`src/rtl/pipe_pkg.sv`:
```
// Shared types for the 5-stage pipeline hazard logic: tracker entry, hazard mode, x0 constant.
package pipe_pkg;

    localparam logic [4:0] REG_X0 = 5'd0;
    localparam int         TRK_W  = 6;

    typedef struct packed {
        logic       vld;
        logic [4:0] rd;
    } trk_entry_t;

    typedef enum logic [1:0] {
        HZ_RUN,
        HZ_STALL,
        HZ_FLUSH,
        HZ_HOLD
    } hz_mode_e;

    function automatic logic rd_hit(input trk_entry_t e, input logic [4:0] rs);
        return e.vld && (e.rd == rs);
    endfunction

endpackage

```
`src/rtl/hazard_trk.sv`:
```
// Shift tracker of destination registers in flight (index 0 = EX), with hold, bubble and insert controls.
module hazard_trk
    import pipe_pkg::*;
#(
    parameter int NUM_TRK = 3
) (
    input  logic                       i_clk,
    input  logic                       i_reset,
    input  logic                       i_hold,
    input  logic                       i_bubble,
    input  trk_entry_t                 i_ins,
    output logic [NUM_TRK*TRK_W-1:0]   o_entries
);

    trk_entry_t [NUM_TRK-1:0] entries_q;
    trk_entry_t [NUM_TRK-1:0] entries_d;

    always_comb begin
        entries_d = entries_q;
        if (!i_hold) begin
            entries_d[0] = i_bubble ? trk_entry_t'('0) : i_ins;
            for (int k = 1; k < NUM_TRK; k++) begin
                entries_d[k] = entries_q[k-1];
            end
        end
    end

    always_ff @(posedge i_clk or negedge i_reset) begin
        if (!i_reset) begin
            entries_q <= '0;
        end else begin
            entries_q <= entries_d;
        end
    end

    assign o_entries = entries_q;

endmodule

```
`src/rtl/hazard_ctrl.sv`:
```
// RAW-stall / branch-flush / memory-hold control for the non-forwarding RV32I pipeline.
// Define HAZARD_PERF_EN to add STALL/FLUSH/HOLD cycle counters with a synchronous clear.
module hazard_ctrl
    import pipe_pkg::*;
#(
    parameter bit WB_WRITE_FIRST = 1'b1,
    parameter int NUM_TRK        = 3
) (
    input  logic        i_clk,
    input  logic        i_reset,
    input  logic [4:0]  i_rs1_addr_id,
    input  logic [4:0]  i_rs2_addr_id,
    input  logic        i_rs1_use_id,
    input  logic        i_rs2_use_id,
    input  logic [4:0]  i_rd_addr_id,
    input  logic        i_rd_wren_id,
    input  logic        i_pc_sel_ex,
    input  logic        i_mem_wait,
`ifdef HAZARD_PERF_EN
    input  logic        i_perf_clr,
    output logic [31:0] o_raw_cycles,
    output logic [31:0] o_flush_cycles,
    output logic [31:0] o_hold_cycles,
`endif
    output logic        o_enable_pc,
    output logic        o_enable_if,
    output logic        o_reset_if,
    output logic        o_enable_id,
    output logic        o_reset_id,
    output logic        o_stall_raw
);

    // The WB entry (index 2) only exists with a 3-deep tracker; write-first regfiles don't need it compared.
    localparam int NUM_CMP = (WB_WRITE_FIRST && (NUM_TRK > 2)) ? 2 : NUM_TRK;

    logic [NUM_TRK*TRK_W-1:0] trk_flat;
    trk_entry_t [NUM_TRK-1:0] trk;
    trk_entry_t               ins_entry;
    hz_mode_e                 mode;
    logic                     raw_hit;

    assign trk = trk_flat;

    always_comb begin
        raw_hit = 1'b0;
        for (int k = 0; k < NUM_TRK; k++) begin
            if (k < NUM_CMP) begin
                raw_hit = raw_hit
                    | (i_rs1_use_id && (i_rs1_addr_id != REG_X0) && rd_hit(trk[k], i_rs1_addr_id))
                    | (i_rs2_use_id && (i_rs2_addr_id != REG_X0) && rd_hit(trk[k], i_rs2_addr_id));
            end
        end
    end

    always_comb begin
        mode = HZ_RUN;
        if (i_mem_wait) begin
            mode = HZ_HOLD;
        end else if (i_pc_sel_ex) begin
            mode = HZ_FLUSH;
        end else if (raw_hit) begin
            mode = HZ_STALL;
        end
    end

    always_comb begin
        o_enable_pc = 1'b1;
        o_enable_if = 1'b1;
        o_reset_if  = 1'b1;
        o_enable_id = 1'b1;
        o_reset_id  = 1'b1;
        o_stall_raw = 1'b0;
        case (mode)
            HZ_HOLD: begin
                o_enable_pc = 1'b0;
                o_enable_if = 1'b0;
                o_enable_id = 1'b0;
            end
            HZ_FLUSH: begin
                o_reset_if = 1'b0;
                o_reset_id = 1'b0;
            end
            HZ_STALL: begin
                o_enable_pc = 1'b0;
                o_enable_if = 1'b0;
                o_reset_id  = 1'b0;
                o_stall_raw = 1'b1;
            end
            default: begin
            end
        endcase
    end

    // x0 writes are architecturally discarded, so they never become a producer.
    always_comb begin
        ins_entry.vld = i_rd_wren_id && (i_rd_addr_id != REG_X0);
        ins_entry.rd  = i_rd_addr_id;
    end

    hazard_trk #(
        .NUM_TRK (NUM_TRK)
    ) u_trk (
        .i_clk     (i_clk),
        .i_reset   (i_reset),
        .i_hold    (mode == HZ_HOLD),
        .i_bubble  (mode != HZ_RUN),
        .i_ins     (ins_entry),
        .o_entries (trk_flat)
    );

`ifdef HAZARD_PERF_EN
    logic [31:0] raw_cnt_q,   raw_cnt_d;
    logic [31:0] flush_cnt_q, flush_cnt_d;
    logic [31:0] hold_cnt_q,  hold_cnt_d;

    always_comb begin
        raw_cnt_d   = raw_cnt_q;
        flush_cnt_d = flush_cnt_q;
        hold_cnt_d  = hold_cnt_q;
        if (i_perf_clr) begin
            raw_cnt_d   = '0;
            flush_cnt_d = '0;
            hold_cnt_d  = '0;
        end else begin
            case (mode)
                HZ_STALL: raw_cnt_d   = raw_cnt_q + 32'd1;
                HZ_FLUSH: flush_cnt_d = flush_cnt_q + 32'd1;
                HZ_HOLD:  hold_cnt_d  = hold_cnt_q + 32'd1;
                default: begin
                end
            endcase
        end
    end

    always_ff @(posedge i_clk or negedge i_reset) begin
        if (!i_reset) begin
            raw_cnt_q   <= '0;
            flush_cnt_q <= '0;
            hold_cnt_q  <= '0;
        end else begin
            raw_cnt_q   <= raw_cnt_d;
            flush_cnt_q <= flush_cnt_d;
            hold_cnt_q  <= hold_cnt_d;
        end
    end

    assign o_raw_cycles   = raw_cnt_q;
    assign o_flush_cycles = flush_cnt_q;
    assign o_hold_cycles  = hold_cnt_q;
`endif

endmodule

```
`config.mk`:
```
export PLATFORM = sky130hd
export DESIGN_NAME = hazard_ctrl
export DESIGN_NICKNAME = d
export VERILOG_FILES = /design/src/rtl/pipe_pkg.sv /design/src/rtl/hazard_trk.sv /design/src/rtl/hazard_ctrl.sv
export SDC_FILE = /design/constraint.sdc
export NUM_CORES = 1
export LEC_CHECK = 0
export CORE_ASPECT_RATIO = 0.9
export CORE_UTILIZATION = 43
export DETAILED_ROUTE_END_ITERATION = 16
export GPL_TIMING_DRIVEN = 0
export PLACE_DENSITY = 0.87
export SKIP_LAST_GASP = 1
export SLEW_MARGIN = 10
export SYNTH_ARGS = -nofsm -noshare
export SYNTH_HDL_FRONTEND = slang
export SYNTH_SLANG_ARGS = --single-unit
```
`constraint.sdc`:
```
create_clock -name i_clk -period 1.75 [get_ports i_clk]
set_clock_uncertainty 0.1 [all_clocks]
set_input_delay 0.175 -clock i_clk [delete_from_list [all_inputs] [get_ports i_clk]]
set_output_delay 0.175 -clock i_clk [all_outputs]
set_load 0.1 [all_outputs]
```
==> metrics <==
gr busiest metal met2; Layout area overhead 67.15%; GPL Wtd Cong about 0.94; share of post-route cells with drive strength above 1 35.40%; final period utilization 125.6%; RSZ-0062 raised after global routing true; Seq/Total Area, Yosys 38.28%; internal power 0.5904 mW; syn nets between 90 and 100; Detailed Route WL 2.110 mm; Setup WS post-layout -0.4480 ns; sequential share of power 39.1%; max reg flops 12; die area roughly 2000 µm²; Die Width ~47 µm; Synth cell types 18; M2 GR Usage 40.56%; Critical Path Fanout Max 3; Final #Nets 136; Top delay family on crit path compound AO/OA/AOI/OAI gates; post-DP HPWL 1.492 mm; Hold WC Path Type in2async; Most used DFF post-synth dfrtp_1; final hold vios 0; largest net degree at the start of global routing 13; Comb power frac 35.5%; most frequent cells after synthesis xnor2_1 (20), dfrtp_1 (12), nand2_1 (7); clk root buf clkbuf_4; Total Neg Setup Slack -2.188 ns; CP Cell Sequence xnor2_1 -> nand4_1 -> o22ai_2 -> a32oi_4 -> o21a_4 -> buf_12 -> buf_12; total gr overflow 0; CTS H-tree depth 1; Syn Area/Cell between 10 and 15 µm²; die height 42.52 µm; post-route cell area 1311 µm²; Power, Total 0.8646 mW; status finished, violations left; Leak 0.5105 nW; IO Pins 28; IO Port Bufs 26; worst endpoint data arrival time 1.92 ns; most frequent CP cell buf_12; Post-synth ARST share 100.0%; clk_lat worst skew 0.27 ns; DRT iter0 DRCs 22; Crit path required time 1.47 ns; crit path capture type output pin; placed cell areas 1150 µm²; FF+latch count, synth 12; Post-DRT Antenna Nets 0; vias in the first global route 800; Synth area leaders dfrtp_1 (38%), xnor2_1 (22%), mux2_2 (8.6%), a32o_1 (7.7%), a32oi_4 (3.5%); area leader, netlist dfrtp_1; Setup Viol. Count Final 9; detailed-route via count 750; Via density 5.474; Initial Util about 46%; maximum vdd drop 0.5379 mV; Post-Syn Instances 73; fin cells 137; relative slew slack ~62%; CTS tree done; CP max stage delay ~0.43 ns; Final Critical Period 2.198 ns; most common cell in the netlist xnor2_1; Worst-path clk slew 0.08 ns; CTS Sinks 12; clock network power share ~25%; per-cell routed wire length 15.40 µm; Worst Tran Pin Value 0.5664 ns; n_diodes 0; Sw Ratio 31.72%; Slew Viols, Final 0; sw power 0.2742 mW; drt first pass iters 4; # placed instances 123; initial antenna violation count 0; Global Route met3 Usage under 10%; critical path startpoint category flip-flop; Core ar. approximately 1700 µm²; first-pass GRT wire length around 3.5 mm; GR Util All Layers 25.11%; cts bufs inserted 3; fmax 455.0 MHz; mapped cell area 784.5 µm²; GR met1 Demand/Resource 31.49%; WS Path Type reg2out; r2r setup slk -0.13 ns; PwrDens 659.4 nW/µm²; YS warnings 0; Site Rows 14; CP Buf/Inv Count 2; Max-Cap Viols 0; failing checks setup timing; post-synth top area share about two fifths; CTS Buffer Depth 2; Remaining DRCs 0; Worst path slowest cell dfrtp_1; Post-synth EDFFs 0
-- what timing repair did --
item,in CTS,in global routing
setup endpoints to repair,11,9
resized for setup,51,4
pin swaps,8,3
hold buffers,0,0
buffers inserted,8,2
-- layout by cell type, fill, tap and decap left out, types with 2 or more instances in the layout --
cell,count
xnor2_1,18
clkdlybuf4s50_1,13
dfrtp_1,12
buf_4,10
nand2_1,6
mux2_2,6
dlygate4sd2_1,6
a32o_1,5
buf_12,5
nand4_1,4
clkbuf_4,3
clkbuf_8,2
nor2_1,2
xnor2_2,2
o22ai_2,2
or4_1,2
-- routing by layer --
| metal | share of wire [%] | vias to the layer above | wire length (µm) |
|---|---|---|---|
| li1 | - | 351 | - |
| met1 | 45 | 363 | 960 |
| met2 | 48 | 32 | 1008 |
| met3 | 5.0 | 4 | 106 |
| met4 | 1.6 | 0 | 34 |
| met5 | 0 | - | 0 |
-- worst register-to-register path: stages (launching register included) --
cell and delay, ns:
dfrtp_1 0.43, xnor2_1 0.16, nand4_1 0.14, o22ai_2 0.24, a32oi_4 0.16, buf_4 0.16
buf_4 0.14, a32o_1 0.24
-- metrics by stage --
step	util, %	setup slack (ns)	hold slack [ns]
after CTS	74.89	-0.4166	0.1560
after floorplan	-	-0.3614	-0.2206
after global placement	67.67	-1.682	0.4168
final	77.17	-0.4480	0.1416
after detailed placement	67.67	-1.699	0.4251
after global routing	77.17	-0.5383	0.1961
-- kinds of logic (layout without fill, tap and decap cells) --
kind of cell	count (synthesis)	in the layout	synth area share (%)
AOI/OAI and AO/OA	14	14	17.70
DFF	12	12	38.28
muxes	6	6	8.612
xor gates and xnor gates	20	20	22.33
buffers and inverters	4	44	2.393
and+or+nand+nor	17	17	10.69
-- final timing paths --
check	from	end	depth (start not counted)
max	u_trk.o_entries[0]	o_enable_pc	7
min	i_reset	u_trk.o_entries[6]	1
max reg2reg	u_trk.o_entries[0]	u_trk.o_entries[3]	7
min reg2reg	u_trk.o_entries[11]	u_trk.o_entries[11]	1
max in group asynchronous	i_reset	u_trk.o_entries[7]	1
min in group i_clk	i_mem_wait	u_trk.o_entries[11]	2
-- power groups by stage --
stage	clock [mW]	combinational, mW	sequential, mW
2_1_floorplan	0	0.178	0.334
5_1_grt	0.231	0.327	0.342
6_report	0.220	0.307	0.338
4_1_cts	0.221	0.298	0.334
3_3_place_gp	0	0.266	0.340
3_5_place_dp	0	0.272	0.343
-- layout make-up --
type / instances / area [µm²]
well taps: 24 / 30.03
inverters: 1 / 7.507
repair buffers: 36 / 364.1
plain buffers: 3 / 38.79
multi-input cells: 57 / 534.3
clock buffers: 4 / 36.28
flip-flops and latches: 12 / 300.3
fillers: 119 / 387.9
(Power assumes the default switching activity.)
